===== config.mk =====
export PLATFORM = sky130hd
export DESIGN_NAME = wasm_value_stack_flat
export DESIGN_NICKNAME = d
export VERILOG_FILES = /design/src/rtl/wasm_value_stack_if.sv /design/src/rtl/wasm_value_stack.sv /design/src/flat_wrapper.sv
export SDC_FILE = /design/constraint.sdc
export NUM_CORES = 2
export LEC_CHECK = 0
export BUFFER_PORTS_ARGS = -buffer_cell sky130_fd_sc_hd__buf_4
export CAP_MARGIN = 0
export CELL_PAD_IN_SITES_DETAIL_PLACEMENT = 1
export CELL_PAD_IN_SITES_GLOBAL_PLACEMENT = 1
export CORE_ASPECT_RATIO = 1.2
export CORE_MARGIN = 3
export CORE_UTILIZATION = 30
export CTS_CLUSTER_SIZE = 10
export DETAILED_ROUTE_END_ITERATION = 7
export HOLD_SLACK_MARGIN = 0.06
export MAX_ROUTING_LAYER = met4
export PLACE_DENSITY = 0.61
export SLEW_MARGIN = 20
export SYNTH_ARGS = -nofsm -noshare
export SYNTH_HDL_FRONTEND = slang
export SYNTH_SLANG_ARGS = --single-unit

===== constraint.sdc =====
create_clock -name clk -period 7.31 [get_ports clk]
set_input_delay 1.462 -clock clk [delete_from_list [all_inputs] [get_ports clk]]
set_output_delay 1.462 -clock clk [all_outputs]
set_load 0.02 [all_outputs]

===== src/rtl/wasm_value_stack_if.sv =====
// Operand-stack port bundle: op request from the core and stack status back.
// The core side uses master; the stack itself uses slave.
interface wasm_value_stack_if #(
    parameter int WIDTH      = 64,
    parameter int DEPTH_LOG2 = 4
);
    logic                  op_valid;
    logic [2:0]            op;
    logic [WIDTH-1:0]      push_data;
    logic                  ready;
    logic [WIDTH-1:0]      pop_data;
    logic                  pop_valid;
    logic [WIDTH-1:0]      top;
    logic                  empty;
    logic                  full;
    logic [DEPTH_LOG2:0]   count;
    logic [3:0]            trap;

    modport master (
        output op_valid, op, push_data,
        input  ready, pop_data, pop_valid, top, empty, full, count, trap
    );

    modport slave (
        input  op_valid, op, push_data,
        output ready, pop_data, pop_valid, top, empty, full, count, trap
    );
endinterface


===== src/rtl/wasm_value_stack.sv =====
// WebAssembly operand stack: single-cycle push/pop/drop/dup/select with a
// registered top copy and sticky trap codes that freeze the stack until reset.
module wasm_value_stack #(
    parameter int WIDTH      = 64,
    parameter int DEPTH_LOG2 = 4,
    parameter int COND_WIDTH = 32
) (
    input  logic             clk,
    input  logic             reset,
    wasm_value_stack_if.slave bus
);
    localparam int DEPTH = 2 ** DEPTH_LOG2;
    localparam int CW    = DEPTH_LOG2 + 1;

    localparam logic [CW-1:0] CNT_0    = CW'(0);
    localparam logic [CW-1:0] CNT_1    = CW'(1);
    localparam logic [CW-1:0] CNT_2    = CW'(2);
    localparam logic [CW-1:0] CNT_3    = CW'(3);
    localparam logic [CW-1:0] CNT_FULL = CW'(DEPTH);

    localparam logic [0:0] ST_RUN     = 1'b0;
    localparam logic [0:0] ST_TRAPPED = 1'b1;

    localparam logic [2:0] OP_NOP    = 3'd0;
    localparam logic [2:0] OP_PUSH   = 3'd1;
    localparam logic [2:0] OP_POP    = 3'd2;
    localparam logic [2:0] OP_DROP   = 3'd3;
    localparam logic [2:0] OP_DUP    = 3'd4;
    localparam logic [2:0] OP_SELECT = 3'd5;

    localparam logic [3:0] TRAP_NONE      = 4'd0;
    localparam logic [3:0] TRAP_UNDERFLOW = 4'd1;
    localparam logic [3:0] TRAP_OVERFLOW  = 4'd2;
    localparam logic [3:0] TRAP_INVALID   = 4'd3;

    logic [0:0]            state_q;
    logic [CW-1:0]         count_q;
    logic [WIDTH-1:0]      top_q;
    logic [WIDTH-1:0]      pop_data_q;
    logic                  pop_valid_q;
    logic [3:0]            trap_q;
    logic [WIDTH-1:0]      mem [DEPTH];

    logic                  is_empty;
    logic                  is_full;
    logic                  accept;
    logic                  exec;
    logic [3:0]            fault;
    logic [DEPTH_LOG2-1:0] wr_idx;
    logic [DEPTH_LOG2-1:0] idx_m2;
    logic [DEPTH_LOG2-1:0] idx_m3;
    logic [WIDTH-1:0]      entry_b;
    logic [WIDTH-1:0]      entry_a;
    logic [WIDTH-1:0]      sel_result;
    logic                  mem_we;
    logic [DEPTH_LOG2-1:0] mem_waddr;
    logic [WIDTH-1:0]      mem_wdata;

    assign is_empty = (count_q == CNT_0);
    assign is_full  = (count_q == CNT_FULL);
    assign accept   = bus.op_valid && (state_q == ST_RUN);

    // The top entry lives in top_q, so only the two entries beneath it are read.
    assign wr_idx     = count_q[DEPTH_LOG2-1:0];
    assign idx_m2     = DEPTH_LOG2'(count_q - CNT_2);
    assign idx_m3     = DEPTH_LOG2'(count_q - CNT_3);
    assign entry_b    = mem[idx_m2];
    assign entry_a    = mem[idx_m3];
    assign sel_result = (top_q[COND_WIDTH-1:0] != '0) ? entry_a : entry_b;

    // NOTE: every always_comb output gets a default first so no latch is inferred.
    always_comb begin
        fault = TRAP_NONE;
        if (accept) begin
            case (bus.op)
                OP_NOP:           fault = TRAP_NONE;
                OP_PUSH:          if (is_full) fault = TRAP_OVERFLOW;
                OP_POP, OP_DROP:  if (is_empty) fault = TRAP_UNDERFLOW;
                OP_DUP: begin
                    if (is_empty)     fault = TRAP_UNDERFLOW;
                    else if (is_full) fault = TRAP_OVERFLOW;
                end
                OP_SELECT:        if (count_q < CNT_3) fault = TRAP_UNDERFLOW;
                default:          fault = TRAP_INVALID;
            endcase
        end
    end

    assign exec = accept && (fault == TRAP_NONE);

    always_comb begin
        mem_we    = 1'b0;
        mem_waddr = wr_idx;
        mem_wdata = bus.push_data;
        if (exec) begin
            case (bus.op)
                OP_PUSH:   mem_we = 1'b1;
                OP_DUP: begin
                    mem_we    = 1'b1;
                    mem_wdata = top_q;
                end
                OP_SELECT: begin
                    mem_we    = 1'b1;
                    mem_waddr = idx_m3;
                    mem_wdata = sel_result;
                end
                default:   mem_we = 1'b0;
            endcase
        end
    end

    // NOTE: the entry array has no reset; count_q alone defines which entries are live.
    always_ff @(posedge clk) begin
        if (mem_we && !reset) mem[mem_waddr] <= mem_wdata;
    end

    // NOTE: sequential state uses non-blocking assignments so all registers see pre-edge values.
    always_ff @(posedge clk) begin
        if (reset) begin
            state_q     <= ST_RUN;
            count_q     <= CNT_0;
            top_q       <= '0;
            pop_data_q  <= '0;
            pop_valid_q <= 1'b0;
            trap_q      <= TRAP_NONE;
        end else begin
            pop_valid_q <= 1'b0;
            if (accept && fault != TRAP_NONE) begin
                trap_q  <= fault;
                state_q <= ST_TRAPPED;
            end else if (exec) begin
                case (bus.op)
                    OP_PUSH: begin
                        top_q   <= bus.push_data;
                        count_q <= count_q + CNT_1;
                    end
                    OP_POP: begin
                        pop_data_q  <= top_q;
                        pop_valid_q <= 1'b1;
                        top_q       <= (count_q == CNT_1) ? '0 : entry_b;
                        count_q     <= count_q - CNT_1;
                    end
                    OP_DROP: begin
                        top_q   <= (count_q == CNT_1) ? '0 : entry_b;
                        count_q <= count_q - CNT_1;
                    end
                    OP_DUP:    count_q <= count_q + CNT_1;
                    OP_SELECT: begin
                        top_q   <= sel_result;
                        count_q <= count_q - CNT_2;
                    end
                    default: ;
                endcase
            end
        end
    end

    assign bus.ready     = (state_q == ST_RUN);
    assign bus.pop_data  = pop_data_q;
    assign bus.pop_valid = pop_valid_q;
    assign bus.top       = top_q;
    assign bus.empty     = is_empty;
    assign bus.full      = is_full;
    assign bus.count     = count_q;
    assign bus.trap      = trap_q;
endmodule


===== src/flat_wrapper.sv =====
// flat-port wrapper written by rule: the top's interface ports become plain ports
module wasm_value_stack_flat 
#(
    parameter int WIDTH      = 64,
    parameter int DEPTH_LOG2 = 4,
    parameter int COND_WIDTH = 32
)
  (clk, reset, bus_op_valid, bus_op, bus_push_data, bus_ready, bus_pop_data, bus_pop_valid, bus_top, bus_empty, bus_full, bus_count, bus_trap);
  wasm_value_stack_if #(.WIDTH(WIDTH), .DEPTH_LOG2(DEPTH_LOG2)) bus_i ();
  input  logic clk;
  input  logic reset;
  input wire logic [$bits(bus_i.op_valid)-1:0] bus_op_valid;
  input wire logic [$bits(bus_i.op)-1:0] bus_op;
  input wire logic [$bits(bus_i.push_data)-1:0] bus_push_data;
  output wire logic [$bits(bus_i.ready)-1:0] bus_ready;
  output wire logic [$bits(bus_i.pop_data)-1:0] bus_pop_data;
  output wire logic [$bits(bus_i.pop_valid)-1:0] bus_pop_valid;
  output wire logic [$bits(bus_i.top)-1:0] bus_top;
  output wire logic [$bits(bus_i.empty)-1:0] bus_empty;
  output wire logic [$bits(bus_i.full)-1:0] bus_full;
  output wire logic [$bits(bus_i.count)-1:0] bus_count;
  output wire logic [$bits(bus_i.trap)-1:0] bus_trap;
  assign bus_i.op_valid = bus_op_valid;
  assign bus_i.op = bus_op;
  assign bus_i.push_data = bus_push_data;
  assign bus_ready = bus_i.ready;
  assign bus_pop_data = bus_i.pop_data;
  assign bus_pop_valid = bus_i.pop_valid;
  assign bus_top = bus_i.top;
  assign bus_empty = bus_i.empty;
  assign bus_full = bus_i.full;
  assign bus_count = bus_i.count;
  assign bus_trap = bus_i.trap;
  wasm_value_stack #(.WIDTH(WIDTH), .DEPTH_LOG2(DEPTH_LOG2), .COND_WIDTH(COND_WIDTH)) u_core (.clk(clk), .reset(reset), .bus(bus_i));
endmodule

==> results by group <==
Power and ir drop
  • Lkg Pwr: ~20 nW
  • Switch share: 0.263
  • P_int: 12.1 mW
  • Combinational power share: 0.152
  • Pwr Density: between 200 and 300 mW/mm^2
  • P_sw: between 4 and 5 mW
  • Clk pwr share: 0.402
  • Max IR drop VDD: 255 uV
  • Sequential power share: 0.446

Synth
  • Top post-synthesis cells by area: edfxtp_1, mux4_2, dfxtp_1, mux2i_1, nand2_1
  • Most frequent cells after synthesis: edfxtp_1, mux4_2, nand2_1
  • Post-Synthesis Cells: 3,402
  • Post-synth top area share: 0.561
  • Post-Synthesis Cell Area: approximately 0.055 sq mm
  • Post-synth EDFFs: between 1k and 1.5k
  • Most frequent cell after synthesis: edfxtp_1
  • Synth unique cells: 61
  • FF+latch count, synth: 1,161
  • Leading area contributor after synthesis: edfxtp_1
  • Synth Area per Inst: 16.1 sq um
  • Synth warn: 0
  • Asr flop ratio synth: 0
  • Register area share after synthesis: 0.611
  • Main synth FF type: edfxtp_1

CTS
  • CTS Hold Bufs: 0
  • Deepest clock path buffer count: 3
  • Cells resized by post-CTS repair: 0
  • CTS Sinks: roughly 1.2k
  • Number of setup buffers added after CTS: 0
  • CTS tree: yes
  • H-tree lvl count: 4
  • Num CTS Buffers: 142
  • Worst-path clk slew: 60 ps
  • Clk_lat worst skew: between 700 and 800 ps
  • Root Driver: clkbuf_16

Final layout
  • Layout Cells excl Fill: just over 6k
  • Core Util, Final: 0.353
  • Area grow syn2layout: 16.7%
  • Final Net Count: 3,645
  • Cell area after layout: 0.0640 sq mm
  • Share of layout cells above drive strength 1: 0.314

Floorplanning
  • Core Area: 0.181 sq mm
  • # rows: 171
  • DIE AREA: 0.188 sq mm
  • I/O pins: 211
  • Die Width: approximately 400 um
  • Initial Utilization: 0.303
  • Die Y: roughly 470 um

GRT
  • Largest net degree at the start of global routing: about 120
  • First-pass GRT wire length: roughly 260 mm
  • Vias in the first global route: around 37k
  • GR Overflow Total: 0
  • GR Util All Layers: 0.198
  • Initial antenna violation count: 15

Timing
  • Max Slew Vio Count: 0
  • Setup TNS: 0 ps
  • Setup Skew: 25.8 ps
  • Tmin final: 4930 ps
  • Final worst-path cycle share: 0.674
  • Fmax: 0.203 GHz
  • Relative slew slack: 0.275
  • # setup viols final: 0
  • Pin slew with the least headroom to its limit: 1090 ps
  • Worst hold slack: ~450 ps
  • RSZ-0062 raised after global routing: false
  • Final hold violation count: 0

Route
  • First-pass DRT Iterations: 5
  • Routed wire length: 183 mm
  • Antenna-violating nets left: 0
  • Initial drt markers: 3,690
  • Drt wl/cell: 30.0 um
  • Vias: 35.0k
  • Via density: 5.72
  • Post-route DRC: 0

Run
  • Max cap viols: 0

Status
  • Status: complete, no violations

Critical path
  • Worst Setup End Kind: flip-flop
  • Worst Path Arrival: 5370 ps
  • Crit path max fanout: 39
  • Kind of start point of the critical path: flip-flop
  • CP Class: reg2reg
  • WP data required: roughly 7800 ps

Placed design
  • Final Wtd Congestion: 0.782
  • Placed Instances: between 5k and 6k
  • I/O Buffers: approximately 210
  • DP Wirelength: 101 mm
  • Placed cell areas: a little under 0.06 sq mm

Min path
  • Hold Crit Class: reg2reg
-- kinds of logic (layout without fill, tap and decap cells) --
kind of cell               after synthesis  count (layout)  synth area share
and+or+nand+nor                        634             634            0.0483
xor gates and xnor gates                 5               5           0.00114
adders and majority gates                8               8           0.00183
AOI/OAI and AO/OA                      592             592            0.0640
DFF                                   1161            1161             0.611
buffers and inverters                  296             575            0.0268
muxes                                  705             705             0.247
other                                    1              12         0.0000684
-- per-stage QoR --
stage	setup slack (ps)	total power [mW]
floorplan	1350	9.20
global placement	2070	9.93
detailed placement	2060	9.97
CTS	2210	16.6
global route	2150	17.1
finish	2380	16.5
-- placed cells by master, fill, tap and decap left out, drive strengths merged, types with 2 or more instances in the layout --
cell type,synthesis,final
a21boi,3,3
buf,143,307
o31ai,2,2
clkbuf,144,232
mux4,512,512
inv,8,14
a311oi,64,64
a31oi,68,68
a21o,3,3
nor2,223,223
ha,8,8
mux2i,130,130
clkinv,1,18
nand4,51,51
o21ai,201,201
nand3b,3,3
conb,1,2
nor3,11,11
nand2b,3,3
xnor2,4,4
a211oi,5,5
nor4,10,10
nand3,20,20
edfxtp,1024,1024
o21a,2,2
a21oi,208,208
o22ai,2,2
dfxtp,137,137
clkinvlp,0,3
mux2,63,63
diode,0,10
nor2b,4,4
nand2,302,302
a32oi,3,3
o221ai,3,3
a22oi,18,18
o211ai,2,2
o21bai,2,2
-- state kept, by name (all words and copies together) (netlist names) --
| signal | cells |
|---|---|
| u_core.bus.pop_valid | 1 |
| u_core.bus.trap | 2 |
| u_core.mem | 1024 |
| u_core.bus.pop_data | 64 |
| u_core.bus.top | 64 |
| u_core.state_q | 1 |
| u_core.bus.count | 5 |
-- worst max-delay path, cell delays in order, from the launching register on --
cell and delay, ps:
dfxtp_1 410, inv_4 730, ha_4 250, nor4bb_1 910, a21oi_1 260, o21ai_1 420, nor2_1 170, nand3_1 660
nor2_4 70, buf_4 270, buf_4 380
-- final timing paths --
kind                           start                      end  slack, ps  depth (start not counted)
max              u_core.bus.count[1]        u_core.mem[4][34]       2380                         10
max reg2reg      u_core.bus.count[1]        u_core.mem[4][34]       2380                         10
min reg2reg  u_core.bus.pop_data[55]  u_core.bus.pop_data[55]        450                          2
min          u_core.bus.pop_data[55]  u_core.bus.pop_data[55]        450                          2
-- power groups by stage --
stage                     Sequential (mW)  Combinational, mW  Clock [mW]
final                                7.34               2.51        6.63
after detailed placement             7.48               2.49           0
after CTS                            7.34               2.50        6.78
after global routing                 7.34               2.67        7.07
after floorplan                      7.47               1.73           0
after global placement               7.48               2.45           0
-- metal layers --
metal,global-route usage,up-vias,wire [um]
li1,-,14200,-
met1,0.262,18900,77800
met2,0.307,1575,86400
met3,0.0462,279,15400
met4,0.0538,0,3780
met5,-,-,0
-- cell type report --
| class | instances | area, sq um |
|---|---|---|
| Fill cell | 18500 | 117000 |
| Sequential cell | 1161 | 33500 |
| Multi-Input combinational cell | 1946 | 20400 |
| Clock buffer | 232 | 4050 |
| Tap cell | 2422 | 3030 |
| Timing Repair Buffer | 307 | 2650 |
| Clock inverter | 27 | 270 |
| Inverter | 9 | 38.8 |
| Antenna cell | 10 | 25.0 |
(Power assumes the default switching activity.)
